<file path="config.mk">
export PLATFORM = sky130hd
export DESIGN_NAME = spi_responder
export DESIGN_NICKNAME = d
export VERILOG_FILES = /design/src/rtl/spi_responder.sv
export SDC_FILE = /design/constraint.sdc
export NUM_CORES = 1
export LEC_CHECK = 0
export ABC_AREA = 1
export CAP_MARGIN = 40
export CORE_MARGIN = 1.5
export CORE_UTILIZATION = 47
export CTS_CLUSTER_SIZE = 40
export DETAILED_ROUTE_END_ITERATION = 7
export DONT_BUFFER_PORTS = 1
export PLACE_DENSITY = 0.65
export SYNTH_ARGS = -nofsm -noshare
export SYNTH_HDL_FRONTEND = slang
export SYNTH_SLANG_ARGS = --single-unit
export TNS_END_PERCENT = 20
</file>
<file path="constraint.sdc">
create_clock -name clk -period 1.6 [get_ports clk]
set_clock_uncertainty 0.15 [all_clocks]
set_input_delay 0.4 -clock clk [delete_from_list [all_inputs] [get_ports clk]]
set_output_delay 0.4 -clock clk [all_outputs]
set_load 0.005 [all_outputs]
</file>
<file path="src/rtl/spi_responder.sv">
`default_nettype none
// ---------------------------------------------------------------------------
// spi_responder : SPI mode-0 target; decodes read/write command frames and
//                 serves or captures one byte through a register-bank port.
// Revision      : 1.0
// ---------------------------------------------------------------------------
module spi_responder #(
  parameter logic [7:0] RD_CMD = 8'h0B,
  parameter logic [7:0] WR_CMD = 8'h02,
  parameter int         RD_LAT = 2
) (
  input  logic       clk,
  input  logic       rst,
  input  logic       sclk,
  input  logic       cs,
  input  logic       MOSI,
  output logic       MISO,
  output logic [7:0] addr,
  output logic       rd_en,
  input  logic [7:0] rd_data,
  output logic       wr_en,
  output logic [7:0] wr_data,
  output logic       busy,
  output logic       cmd_err
);

  typedef enum logic [2:0] {
    IDLE, CMD, ADDR_R, RD_WAIT, RD_DATA, ADDR_W, WR_DATA, IGNORE
  } state_t;

  localparam logic [1:0] LAT = 2'(RD_LAT);

  logic       sclk_meta, sclk_sync, sclk_prev;
  logic       cs_meta, cs_sync;
  logic       mosi_meta, mosi_sync, mosi_dly;
  logic       rise, fall;

  state_t     state, state_next;
  logic       armed;
  logic [2:0] cnt;
  logic [1:0] wait_cnt;
  logic       tx_done;
  logic [7:0] shift_in, shift_out;
  logic [7:0] byte_in;
  logic       last_rise;
  logic       rd_fire, wr_fire, err_fire, addr_fire;

  // Synchronizer chains carry no reset so a frame in flight stays visible across rst.
  always_ff @(posedge clk) begin
    sclk_meta <= sclk;
    sclk_sync <= sclk_meta;
    sclk_prev <= sclk_sync;
    cs_meta   <= cs;
    cs_sync   <= cs_meta;
    mosi_meta <= MOSI;
    mosi_sync <= mosi_meta;
    mosi_dly  <= mosi_sync;
  end

  always_ff @(posedge clk) begin
    if (rst) begin
      rise <= 1'b0;
      fall <= 1'b0;
      busy <= 1'b0;
    end else begin
      rise <= sclk_sync & ~sclk_prev;
      fall <= ~sclk_sync & sclk_prev;
      busy <= ~cs_sync;
    end
  end

  assign byte_in   = {shift_in[6:0], mosi_dly};
  assign last_rise = rise && (cnt == 3'd7);

  always_comb begin
    state_next = state;
    rd_fire    = 1'b0;
    wr_fire    = 1'b0;
    err_fire   = 1'b0;
    addr_fire  = 1'b0;
    case (state)
      IDLE:    if (!cs_sync && armed) state_next = CMD;
      CMD: begin
        if (last_rise) begin
          if (byte_in == RD_CMD)      state_next = ADDR_R;
          else if (byte_in == WR_CMD) state_next = ADDR_W;
          else begin
            state_next = IGNORE;
            err_fire   = 1'b1;
          end
        end
      end
      ADDR_R: begin
        if (last_rise) begin
          state_next = RD_WAIT;
          rd_fire    = 1'b1;
          addr_fire  = 1'b1;
        end
      end
      RD_WAIT: if (wait_cnt == LAT) state_next = RD_DATA;
      // Bit 0 must stay on MISO until the controller's final rise, so leave on the 9th fall.
      RD_DATA: if (fall && tx_done) state_next = IGNORE;
      ADDR_W: begin
        if (last_rise) begin
          state_next = WR_DATA;
          addr_fire  = 1'b1;
        end
      end
      WR_DATA: begin
        if (last_rise) begin
          state_next = IGNORE;
          wr_fire    = 1'b1;
        end
      end
      default: state_next = state;
    endcase
    if (cs_sync) begin
      state_next = IDLE;
      rd_fire    = 1'b0;
      wr_fire    = 1'b0;
      err_fire   = 1'b0;
      addr_fire  = 1'b0;
    end
  end

  always_ff @(posedge clk) begin
    if (rst) begin
      state     <= IDLE;
      armed     <= 1'b0;
      cnt       <= 3'd0;
      wait_cnt  <= 2'd0;
      tx_done   <= 1'b0;
      shift_in  <= 8'h00;
      shift_out <= 8'hFF;
      addr      <= 8'h00;
      wr_data   <= 8'h00;
      rd_en     <= 1'b0;
      wr_en     <= 1'b0;
      cmd_err   <= 1'b0;
      MISO      <= 1'b1;
    end else begin
      state   <= state_next;
      rd_en   <= rd_fire;
      wr_en   <= wr_fire;
      cmd_err <= err_fire;
      if (cs_sync)   armed   <= 1'b1;
      if (addr_fire) addr    <= byte_in;
      if (wr_fire)   wr_data <= byte_in;
      if (cs_sync || state == IDLE) begin
        cnt      <= 3'd0;
        wait_cnt <= 2'd0;
        tx_done  <= 1'b0;
        MISO     <= 1'b1;
      end else begin
        case (state)
          CMD, ADDR_R, ADDR_W, WR_DATA: begin
            if (rise) begin
              shift_in <= byte_in;
              cnt      <= cnt + 3'd1;
            end
          end
          RD_WAIT: begin
            wait_cnt <= wait_cnt + 2'd1;
            // At the minimum clock ratio the first data fall can coincide with the load.
            if (wait_cnt == LAT) begin
              if (fall) begin
                MISO      <= rd_data[7];
                shift_out <= {rd_data[6:0], 1'b1};
                cnt       <= 3'd1;
              end else begin
                shift_out <= rd_data;
              end
            end
          end
          RD_DATA: begin
            if (fall) begin
              if (tx_done) begin
                MISO <= 1'b1;
              end else begin
                MISO      <= shift_out[7];
                shift_out <= {shift_out[6:0], 1'b1};
                cnt       <= cnt + 3'd1;
                if (cnt == 3'd7) tx_done <= 1'b1;
              end
            end
          end
          default: MISO <= 1'b1;
        endcase
      end
    end
  end

endmodule
`default_nettype wire
</file>
==> out/metrics.csv, run 1 <==
stage,metric,value,unit
sta,worst_slack,39.83,ps
global_routing,first_global_vias,1780,
clock_network,htreeDepth,2,
synth,synthTopCellsByArea,"dfxtp_1 48%, nand2_1 11%, a21oi_1 5.8%",
sta,worst_slew_pin_slew,364.4,ps
placement,post_dp_cell_area,2504,µm²
clock_network,cts_buffer_depth,2,
synth,synth_top_area_frac,0.4825,
run_status,outcome,"complete, no violations",
global_routing,grt_util_met3,0.04664,
detailed_routing,viasPerCell,5.031,
critical_path,crit_required,1680,ps
clock_network,tritoncts,done,
detailed_routing,firstDrtPassIters,4,
clock_network,insertion_delay,310,ps
synth,synth_cells,302,
min_path,hold_depth,1,
critical_path,critical_path.most_common_cell,ha_4,
global_routing,grt_use_met2,0.3010,
clock_network,cts_made_buffers,5,
detailed_routing,via_count,1957,
placement,place_hpwl,3365,µm
cells_and_area,layout.nets,337,
global_routing,grt_pass1_wl,8024,µm
detailed_routing,postRouteAntennaNets,0,
power_and_ir_drop,ir_worst_vdd,0.5509,mV
critical_path,cp_slowest_stage_delay,360,ps
synth,yosysWarnings,0,
global_routing,antenna_found_initial,0,
detailed_routing,drt_iter0_markers,137,
cells_and_area,design_area,2678,µm²
placement,io_buffer_count,0,
synth,synth-seq-cells,56,
die,core,4755,µm²
synth,yosysSeqAreaShare,0.4825,
detailed_routing,wl_per_cell,12.34,µm
global_routing,grt.met1_usage,0.2606,
synth,async_flop_share,0,
sta,fmax,641.0,MHz
flow_run,cap_violations,0,
critical_path,cp_max_fo,16,
cells_and_area,drive_above_1_share,0.1460,
synth,yosys.area.top_type,dfxtp_1,
global_routing,busiest_layer,met2,
critical_path,reg2regPathDepth,7,
sta,hold_viol,0,
global_routing,grt_max_degree,21,
cells_and_area,synthToLayoutAreaGrowth,15.24,%
sta,setup_viol,0,
sta,rsz0062_at_grt,yes,
clock_network,cts.clk_slew.worst_paths,110,ps
critical_path,worst_setup_path_start_kind,flop,
sta,post-route-period-util,0.9751,
sta,setup_tns,0,ps
detailed_routing,drc,0,
critical_path,cp-startpoint,cnt[1]$_SDFFE_PP0P_,
critical_path,crit_arrival,1640,ps
sta,relSlewSlack,0.7563,
critical_path,worstPathCellList,ha_4 -> ha_4 -> nand3_4 -> nor3_4 -> buf_12 -> nor2_1 -> a211oi_1,
synth,synth.distinct_cells,29,
synth,synth_ff_type,dfxtp_1,
die,fp.dieH,73.31,µm
synth,synth-edff-count,0,
placement,place_congestion,0.8336,
critical_path,r2r-start,cnt[1]$_SDFFE_PP0P_,
min_path,hp-start,rst,
sta,final.min_clock_period,1560,ps
die,dieArea,5374,µm²
die,die_w,73.31,µm
synth,netlist_top_cells_count,"70 x nand2_1, 56 x dfxtp_1, 32 x nor2_1, 27 x a21oi_1, 25 x o21ai_0",
global_routing,track_usage,0.1932,
die,rows,25,
sta,maxSlewViolCount,0,
cells_and_area,antenna_cells,0,
critical_path,cp_num_cells,7,
placement,pre_cts_slack,-17.28,ps
critical_path,setup.worst_path.class,flop to flop,
die,io-pin-count,34,
synth,syn_area,2323,µm²
critical_path,setup.worst_path.end_class,flop,
die,start_util,0.4887,
critical_path,critical_path_buf_inv_count,1,
global_routing,grt_overflow,0,
power_and_ir_drop,leakage,1.085,nW
power_and_ir_drop,power_density,932.6,nW/µm²
synth,avgSynthCellArea,7.694,µm²
synth,yosysMostFrequentCell,nand2_1,
critical_path,slowest_stage,dfxtp_2,
min_path,min_path_type,primary input to flop,
clock_network,ctsRootBufferMaster,clkbuf_8,
synth,syn_nets,318,
critical_path,cpLargestDelayFamily,flip-flops,
detailed_routing,drt_wl_total,4800,µm
clock_network,cts.sinks,56,
-- worst register-to-register path, cell delays in order, from the launching register on --
cell and delay [ps]:
dfxtp_2 360, ha_4 150, ha_4 150, nand3_4 120, nor3_4 180, buf_12 160
nor2_1 40, a211oi_1 180
-- registers in the layout, indices dropped and copies added (netlist names), 2 cells and up --
register and flops:
state 3, wr_data 8, cnt 3, shift_out 8, shift_in 7, addr 8
wait_cnt 2
-- cells in the final DEF, fill, tap and decap left out, types with 5 or more instances in the layout --
master         instances
a21oi_1               27
a31oi_1                7
buf_4                 15
clkbuf_8               5
dfxtp_1               51
dfxtp_2                5
dlygate4sd3_1          5
inv_1                 21
nand2_1               70
nand2_2                5
nand3_1               21
nor2_1                31
o21ai_0               24
-- metal layers --
metal  wire length (µm)  vias to the layer above
met5                  0                        -
met3                157                        6
met2               2132                       32
li1                   -                     1035
met4                 63                        0
met1               2446                      884
-- path summary, 6_finish.rpt --
check	slack, ps	to
worst min register to register	180	mosi_sync$_DFF_P_
worst min-delay path	20	busy$_SDFF_PP0_
worst max register to register	40	wr_data[2]$_SDFFE_PP0P_
worst max-delay path	40	wr_data[2]$_SDFFE_PP0P_
-- area by class of cell --
cell class | instances | area (µm²)
Multi-Input combinational cell | 212 | 1076
Fill cell | 464 | 2077
Timing Repair Buffer | 22 | 202.7
Tap cell | 67 | 83.83
Clock inverter | 3 | 28.78
Inverter | 24 | 90.09
Clock buffer | 5 | 68.82
Sequential cell | 56 | 1127
-- power by group --
group	internal (mW)	leakage, nW	switching [mW]
sequential	1.42	0.458	0.0176
combinational	0.0873	0.576	0.135
clock	0.332	0.0511	0.507
total	1.84	1.08	0.659
-- kinds of logic (layout without fill, tap and decap cells) --
logic type,Yosys count,count (layout),share of synthesized area
AO/OA/AOI/OAI,68,68,0.1626
AND/OR/NAND/NOR,141,141,0.2693
adder cells (fa/ha/maj),3,3,0.01616
buffers and inverters,34,54,0.06946
flip-flops,56,56,0.4825
-- stage by stage --
step | cells | utilization | total power [mW] | hold WS [ps]
6_report | 389 | 0.5632 | 2.497 | 20.59
5_1_grt | 389 | 0.5632 | 2.603 | 2.241
4_1_cts | 387 | 0.5555 | 2.513 | 2.657
3_5_place_dp | 375 | 0.5266 | 1.673 | 162.1
3_3_place_gp | 375 | 0.5266 | 1.672 | 161.5
2_1_floorplan | 302 | - | 1.622 | 159.6
-- timing repair --
item | in CTS | in global routing
hold buffers | 4 | 1
endpoints found under the hold margin | 10 | 1
buffers inserted | 0 | 1
setup endpoints to repair | 4 | 34
resized for setup | 0 | 5
pin swaps | 1 | 1
(Power assumes the default switching activity.)
==> run 2: changes to the inputs <==
--- a/config.mk
+++ b/config.mk
@@ -5,14 +5,13 @@
 export SDC_FILE = /design/constraint.sdc
 export NUM_CORES = 1
 export LEC_CHECK = 0
-export ABC_AREA = 1
 export CAP_MARGIN = 40
 export CORE_MARGIN = 1.5
-export CORE_UTILIZATION = 47
+export CORE_UTILIZATION = 30
 export CTS_CLUSTER_SIZE = 40
 export DETAILED_ROUTE_END_ITERATION = 7
 export DONT_BUFFER_PORTS = 1
-export PLACE_DENSITY = 0.65
+export PLACE_DENSITY = 0.46
 export SYNTH_ARGS = -nofsm -noshare
 export SYNTH_HDL_FRONTEND = slang
 export SYNTH_SLANG_ARGS = --single-unit
==> constraint.sdc (replaced) <==
create_clock -name clk -period 1.6 [get_ports clk]
set_clock_uncertainty 0.15 [all_clocks]
set_input_delay 0.4 -clock clk [delete_from_list [all_inputs] [get_ports clk]]
set_output_delay 0.4 -clock clk [all_outputs]
set_load 0.05 [all_outputs]
==> out/metrics.csv, run 2 <==
stage,metric,value,unit,change
global_routing,grt_overflow,0,,unchanged
synth,yosysMostFrequentCell,dfxtp_1,,
cells_and_area,final_common_cell,dfxtp_1,,
clock_network,cts.sinks,56,,unchanged
synth,syn_nets,256,,-19%
placement,post_dp_cell_area,2758,µm²,+10%
clock_network,insertion_delay,310,ps,about the same
detailed_routing,drc,0,,unchanged
placement,place_hpwl,3615,µm,+7.4%
detailed_routing,drt_wl_total,5290,µm,+10%
cells_and_area,synthToLayoutAreaGrowth,30.79,%,
clock_network,tritoncts,done,,
sta,relSlewSlack,0.6457,,-0.1106
detailed_routing,via_count,1827,,-6.6%
synth,syn_area,2312,µm²,-0.48%
critical_path,setup.worst_path.end_class,flop,,
run_status,violations,"hold timing, setup timing",,
synth,yosys.area.top_type,dfxtp_1,,
power_and_ir_drop,swShare,0.2317,,-0.03217
clock_network,ctsRootBufferMaster,clkbuf_8,,
die,die_w,90.79,µm,+24%
synth,synth.distinct_cells,45,,+55%
placement,io_buffer_count,0,,unchanged
synth,synthTopCellsByArea,"dfxtp_1 48%, mux2i_1 10%, nor2_1 5.5%",,
critical_path,crit_arrival,1860,ps,+220 ps
global_routing,antenna_found_initial,0,,unchanged
power_and_ir_drop,power_density,758.7,nW/µm²,-19%
detailed_routing,viasPerCell,4.733,,-5.9%
cells_and_area,reg_top3,"addr: 8 flops, shift_out: 8 flops, wr_data: 8 flops",,
critical_path,worst_setup_path_start_kind,flop,,
power_and_ir_drop,p_int,1.763,mW,-4.1%
synth,synth_cells,240,,-21%
synth,synth-seq-cells,56,,unchanged
sta,worst_slew_pin_slew,530.7,ps,+166.4 ps
clock_network,cts.clk_slew.worst_paths,100,ps,about the same
die,rows,31,,+24%
sta,hold_viol,8,,+8
global_routing,grt_max_degree,36,,+71%
clock_network,hold_buffers,6,,+2
die,start_util,0.3138,,-0.1749
detailed_routing,firstDrtPassIters,4,,unchanged
flow_run,cap_violations,0,,unchanged
placement,pre_cts_slack,-256.0,ps,-238.7 ps
power_and_ir_drop,clock_power_share,0.347,,+0.011
critical_path,cp_max_fo,9,,-7
synth,synth_ff_type,dfxtp_1,,
cells_and_area,layout.nets,302,,-10%
die,io-pin-count,34,,unchanged
detailed_routing,postRouteAntennaNets,0,,unchanged
critical_path,crit_required,1690,ps,about the same
synth,avgSynthCellArea,9.634,µm²,+25%
sta,hold_slack,-9.347,ps,-29.94 ps
critical_path,slowest_stage,dfxtp_4,,
power_and_ir_drop,p_switching,0.5315,mW,-19%
sta,worst_slack,-164.5,ps,-204.4 ps
detailed_routing,drt_iter0_markers,100,,-27%
sta,post-route-period-util,1.103,,+0.1277
power_and_ir_drop,power_frac_seq,0.622,,+0.047
sta,rsz0062_at_grt,yes,,
min_path,min_path_type,primary input to flop,,
cells_and_area,design_area,3024,µm²,+13%
synth,netlist_top_cells_count,"56 x dfxtp_1, 34 x nor2_1, 23 x mux2i_1, 15 x nand2_1, 11 x a21oi_1",,
synth,yosysWarnings,0,,unchanged
power_and_ir_drop,ir_worst_vdd,0.6174,mV,+12%
clock_network,htreeDepth,2,,unchanged
sta,final.min_clock_period,1765,ps,+204.4 ps
critical_path,worstPathCellList,or3b_1 -> a32o_2 -> or3_1 -> a21oi_1,,
synth,synth_top_area_frac,0.4848,,+0.002350
cells_and_area,drive_above_1_share,0.2962,,+0.1502
sta,setup_tns,-2963,ps,-2963 ps
die,dieArea,8243,µm²,+53%
cells_and_area,layout_common_cells,"49 x dfxtp_1, 46 x buf_4, 34 x nor2_1",,
clock_network,cts_made_buffers,5,,unchanged
global_routing,first_global_vias,1811,,+1.7%
sta,fmax,566.7,MHz,-12%
global_routing,track_usage,0.1323,,-0.06088
synth,yosysSeqAreaShare,0.4848,,+0.002350
die,core,7370,µm²,+55%
power_and_ir_drop,combPwrFrac,0.031,,-0.058
run_status,outcome,"complete, but fails checks",,
detailed_routing,wl_per_cell,13.70,µm,+11%
critical_path,setup.worst_path.class,flop to flop,,
sta,setup_viol,28,,+28
placement,place_congestion,0.7660,,-8.1%
synth,async_flop_share,0,,unchanged
die,fp.dieH,90.79,µm,+24%
clock_network,cts_buffer_depth,2,,unchanged
synth,synth-edff-count,0,,unchanged
critical_path,cp_slowest_stage_delay,390,ps,+30 ps
global_routing,grt_pass1_wl,8776,µm,+9.4%
sta,maxSlewViolCount,0,,unchanged
power_and_ir_drop,leakage,1.178,nW,+8.6%
cells_and_area,antenna_cells,0,,unchanged
run 2: changes by cell type in the layout (fill, tap and decap cells not counted), moves of 6 or more:
cell,delta
a211o_1,+7
nand3_1,-20
nand2_1,-56
mux2i_1,+23
inv_1,-18
nor2b_1,+6
a21oi_1,-18
buf_4,+31
o21ai_0,-20
run 2: metal layers:
metal	GRT usage	part of all wire
met1	0.1760	0.51
met2	0.2036	0.44
met3	0.04040	0.044
met4	0.04297	0.012
met5	0	0
run 2: repair_timing:
action	4_1_cts	5_1_grt
buffers inserted	4	1
resized for setup	11	11
gates cloned	1	0
endpoints found under the hold margin	25	19
endpoints found under the setup margin	38	41
pin swaps	6	0
run 2: stage by stage:
step	utilization	total power, mW	instances
floorplan	-	1.510	240
global placement	0.3742	1.520	366
detailed placement	0.3742	1.520	366
CTS	0.4039	2.331	385
global route	0.4104	2.390	386
finish	0.4104	2.294	386
run 2: final timing paths:
path | startpoint | end | slack (ps) | depth (start not counted)
worst max-delay path | state[1]$_SDFFE_PP0P_ | cnt[1]$_SDFFE_PP0P_ | -160 | 4
worst min-delay path | rst | wr_data[7]$_SDFFE_PP0P_ | -9 | 1
worst max register to register | state[1]$_SDFFE_PP0P_ | cnt[1]$_SDFFE_PP0P_ | -160 | 4
worst min register to register | mosi_meta$_DFF_P_ | mosi_sync$_DFF_P_ | 190 | 0
run 2: critical path: cells and delay by family, from the launching register on:
family	cells	cell delay [ps]
AO/OA/AOI/OAI	2	400
flip-flops	1	390
AND/OR/NAND/NOR	2	750
run 2: cell type report:
type	count	area, µm²
inverter	3	11.26
multi-input combinational	164	1209
clock inverter	2	13.76
tap	99	123.9
sequential	56	1135
fill	759	4345
clock buffer	6	72.57
timing repair buffer	56	459.2
run 2: cell families (layout without fill, tap and decap cells):
group / count (synthesis) / in the layout / share of synthesized area
buf+inv: 21 / 67 / 0.03896
mux: 23 / 23 / 0.09957
xor+xnor: 2 / 2 / 0.007577
flops: 56 / 56 / 0.4849
fa+ha+maj: 3 / 3 / 0.01624
simple gates: 86 / 87 / 0.1937
compound gates: 49 / 49 / 0.1591
run 2: power by group through the flow:
stage	combinational [mW]	sequential [mW]	clock [mW]
after floorplan	0.0562	1.45	0
after global placement	0.0581	1.46	0
after detailed placement	0.0580	1.46	0
after CTS	0.0697	1.43	0.832
after global routing	0.0780	1.43	0.882
final	0.0705	1.43	0.797
==> run 3: changes to the inputs <==
--- a/config.mk
+++ b/config.mk
@@ -12,6 +12,7 @@
 export DETAILED_ROUTE_END_ITERATION = 7
 export DONT_BUFFER_PORTS = 1
 export PLACE_DENSITY = 0.46
+export RECOVER_POWER = 100
 export SYNTH_ARGS = -nofsm -noshare
 export SYNTH_HDL_FRONTEND = slang
 export SYNTH_SLANG_ARGS = --single-unit
==> out/metrics.csv, run 3 (synthesis gave the netlist of run 2 again) <==
stage,metric,value,unit,change
sta,relSlewSlack,0.6454,,about the same
detailed_routing,firstDrtPassIters,4,,unchanged
min_path,min_path_type,primary input to flop,,
detailed_routing,wl_per_cell,13.69,µm,about the same
detailed_routing,drt_wl_total,5286,µm,about the same
global_routing,antenna_found_initial,0,,unchanged
die,dieArea,8243,µm²,unchanged
detailed_routing,viasPerCell,4.744,,+0.22%
sta,setup_viol,28,,unchanged
clock_network,htreeDepth,2,,unchanged
cells_and_area,synthToLayoutAreaGrowth,30.14,%,
min_path,hold_depth,1,,unchanged
power_and_ir_drop,ir_worst_vdd,0.6174,mV,about the same
critical_path,reg2regPathDepth,4,,unchanged
critical_path,worst_setup_path_start_kind,flop,,
clock_network,tritoncts,done,,
power_and_ir_drop,combPwrFrac,0.031,,about the same
sta,fmax,568.3,MHz,+0.27%
cells_and_area,final_common_cell,dfxtp_1,,
clock_network,ctsRootBufferMaster,clkbuf_8,,
placement,place_congestion,0.7660,,unchanged
detailed_routing,via_count,1831,,+0.22%
sta,hold_viol,8,,unchanged
sta,final.min_clock_period,1760,ps,-4.778 ps
sta,hold_slack,-9.349,ps,-0.002860 ps
cells_and_area,drive_above_1_share,0.2927,,-0.003484
sta,post-route-period-util,1.100,,-0.002986
cells_and_area,reg_top3,"addr: 8 flops, shift_out: 8 flops, wr_data: 8 flops",,
die,core,7370,µm²,unchanged
critical_path,crit_arrival,1850,ps,about the same
critical_path,cp_max_fo,9,,unchanged
placement,post_dp_cell_area,2758,µm²,unchanged
power_and_ir_drop,clock_power_share,0.348,,about the same
die,start_util,0.3138,,unchanged
critical_path,r2r-end,cnt[1]$_SDFFE_PP0P_,,
global_routing,track_usage,0.1323,,unchanged
global_routing,grt_use_met2,0.2036,,unchanged
cells_and_area,n_fill_cell,763,,+0.53%
min_path,hp-start,rst,,
clock_network,insertion_delay,310,ps,about the same
placement,place_hpwl,3615,µm,unchanged
cells_and_area,layout_common_cells,"50 x dfxtp_1, 42 x buf_4, 34 x nor2_1",,
power_and_ir_drop,leakage,1.173,nW,-0.48%
power_and_ir_drop,power_density,762.4,nW/µm²,+0.50%
global_routing,first_global_vias,1811,,unchanged
cells_and_area,antenna_cells,0,,unchanged
sta,rsz0062_at_grt,yes,,
placement,io_buffer_count,0,,unchanged
clock_network,cts.sinks,56,,unchanged
detailed_routing,drt_iter0_markers,85,,-15%
run_status,violations,"hold timing, setup timing",,
clock_network,cts_made_buffers,5,,unchanged
critical_path,crit_required,1690,ps,about the same
power_and_ir_drop,swShare,0.2318,,about the same
critical_path,setup.worst_path.class,flop to flop,,
global_routing,grt_util_met3,0.04040,,unchanged
sta,worst_slack,-159.8,ps,+4.778 ps
cells_and_area,layout.nets,302,,unchanged
critical_path,reg2reg_slack,-160,ps,about the same
critical_path,setup.worst_path.end_class,flop,,
die,fp.dieH,90.79,µm,unchanged
run_status,outcome,"complete, but fails checks",,
min_path,min_to,wr_data[7]$_SDFFE_PP0P_,,
cells_and_area,design_area,3009,µm²,-0.50%
power_and_ir_drop,p_switching,0.5318,mW,about the same
cells_and_area,finalCoreUtilization,0.4083,,-0.002038
clock_network,cts.clk_slew.worst_paths,100,ps,about the same
critical_path,r2r-start,state[1]$_SDFFE_PP0P_,,
die,rows,31,,unchanged
power_and_ir_drop,power_frac_seq,0.622,,about the same
cells_and_area,multiInputGateArea,1209,µm²,unchanged
flow_run,cap_violations,0,,unchanged
die,die_w,90.79,µm,unchanged
clock_network,cts_buffer_depth,2,,unchanged
detailed_routing,drc,0,,unchanged
detailed_routing,postRouteAntennaNets,0,,unchanged
power_and_ir_drop,p_int,1.762,mW,about the same
global_routing,busiest_layer,met2,,
global_routing,grt_overflow,0,,unchanged
sta,worst_slew_pin_slew,531.2,ps,+0.4166 ps
die,io-pin-count,34,,unchanged
clock_network,hold_buffers,6,,unchanged
global_routing,grt.met1_usage,0.1760,,unchanged
cells_and_area,seq_area,1134,µm²,-0.11%
sta,maxSlewViolCount,0,,unchanged
global_routing,grt_max_degree,36,,unchanged
global_routing,grt_pass1_wl,8776,µm,unchanged
-- run 3: changes by cell type in the layout (fill, tap and decap cells not counted) --
| cell | before | now |
|---|---|---|
| buf_4 | 46 | 42 |
| clkbuf_2 | 0 | 4 |
| buf_6 | 3 | 2 |
| clkbuf_4 | 0 | 1 |
| dfxtp_2 | 5 | 4 |
| dfxtp_1 | 49 | 50 |
-- run 3: worst max-delay path, cell delays in order, from the launching register on --
cell	delay [ps]
dfxtp_4	390
or3b_1	380
a32o_2	260
or3_1	370
a21oi_1	140
-- run 3: final cells by class --
class / count / area share
clock buffer: 6 / 0.02412
clock inverter: 2 / 0.004574
inverter: 3 / 0.003742
multi-input combinational: 164 / 0.4017
sequential: 56 / 0.3767
tap: 99 / 0.04116
timing repair buffer: 56 / 0.1480
-- run 3: how the worst max path moves through the flow --
stage | start | to | slack, ps | depth (start not counted)
after global routing | state[1]$_SDFFE_PP0P_ | addr[5]$_SDFFE_PP0P_ | -210 | 5
final | state[1]$_SDFFE_PP0P_ | cnt[1]$_SDFFE_PP0P_ | -160 | 4
after CTS | state[1]$_SDFFE_PP0P_ | cnt[1]$_SDFFE_PP0P_ | -180 | 4
after global placement | state[2]$_SDFFE_PP0P_ | cnt[1]$_SDFFE_PP0P_ | -240 | 6
after floorplan | state[1]$_SDFFE_PP0P_ | addr[0]$_SDFFE_PP0P_ | -220 | 5
after detailed placement | state[2]$_SDFFE_PP0P_ | MISO$_SDFFE_PP1P_ | -260 | 5
-- run 3: layer usage --
| metal | routed length, µm | up-vias |
|---|---|---|
| met2 | 2321 | 30 |
| met4 | 63 | 0 |
| met3 | 235 | 5 |
| met5 | 0 | - |
| met1 | 2665 | 852 |
| li1 | - | 944 |
-- run 3: per-stage QoR --
step | cells | setup slack, ps | TNS, ps | power [mW]
after global routing | 386 | -213.7 | -4593 | 2.390
after CTS | 385 | -178.3 | -3462 | 2.331
after global placement | 366 | -235.9 | -5082 | 1.520
after detailed placement | 366 | -256.0 | -5364 | 1.520
final | 386 | -159.8 | -2958 | 2.294
after floorplan | 240 | -219.1 | -4753 | 1.510
-- run 3: repair_timing --
item / CTS / global route
hold endpoints to repair: 25 / 19
gates resized for setup: 11 / 11
gates cloned: 1 / 0
setup endpoints to repair: 38 / 41
pin swaps: 6 / 0
buffers inserted: 4 / 1
-- run 3: power by group through the flow --
stage / Sequential (mW) / Clock, mW / Combinational [mW]
6_report: 1.43 / 0.797 / 0.0703
5_1_grt: 1.43 / 0.882 / 0.0779
4_1_cts: 1.43 / 0.832 / 0.0697
3_5_place_dp: 1.46 / 0 / 0.0580
3_3_place_gp: 1.46 / 0 / 0.0581
2_1_floorplan: 1.45 / 0 / 0.0562
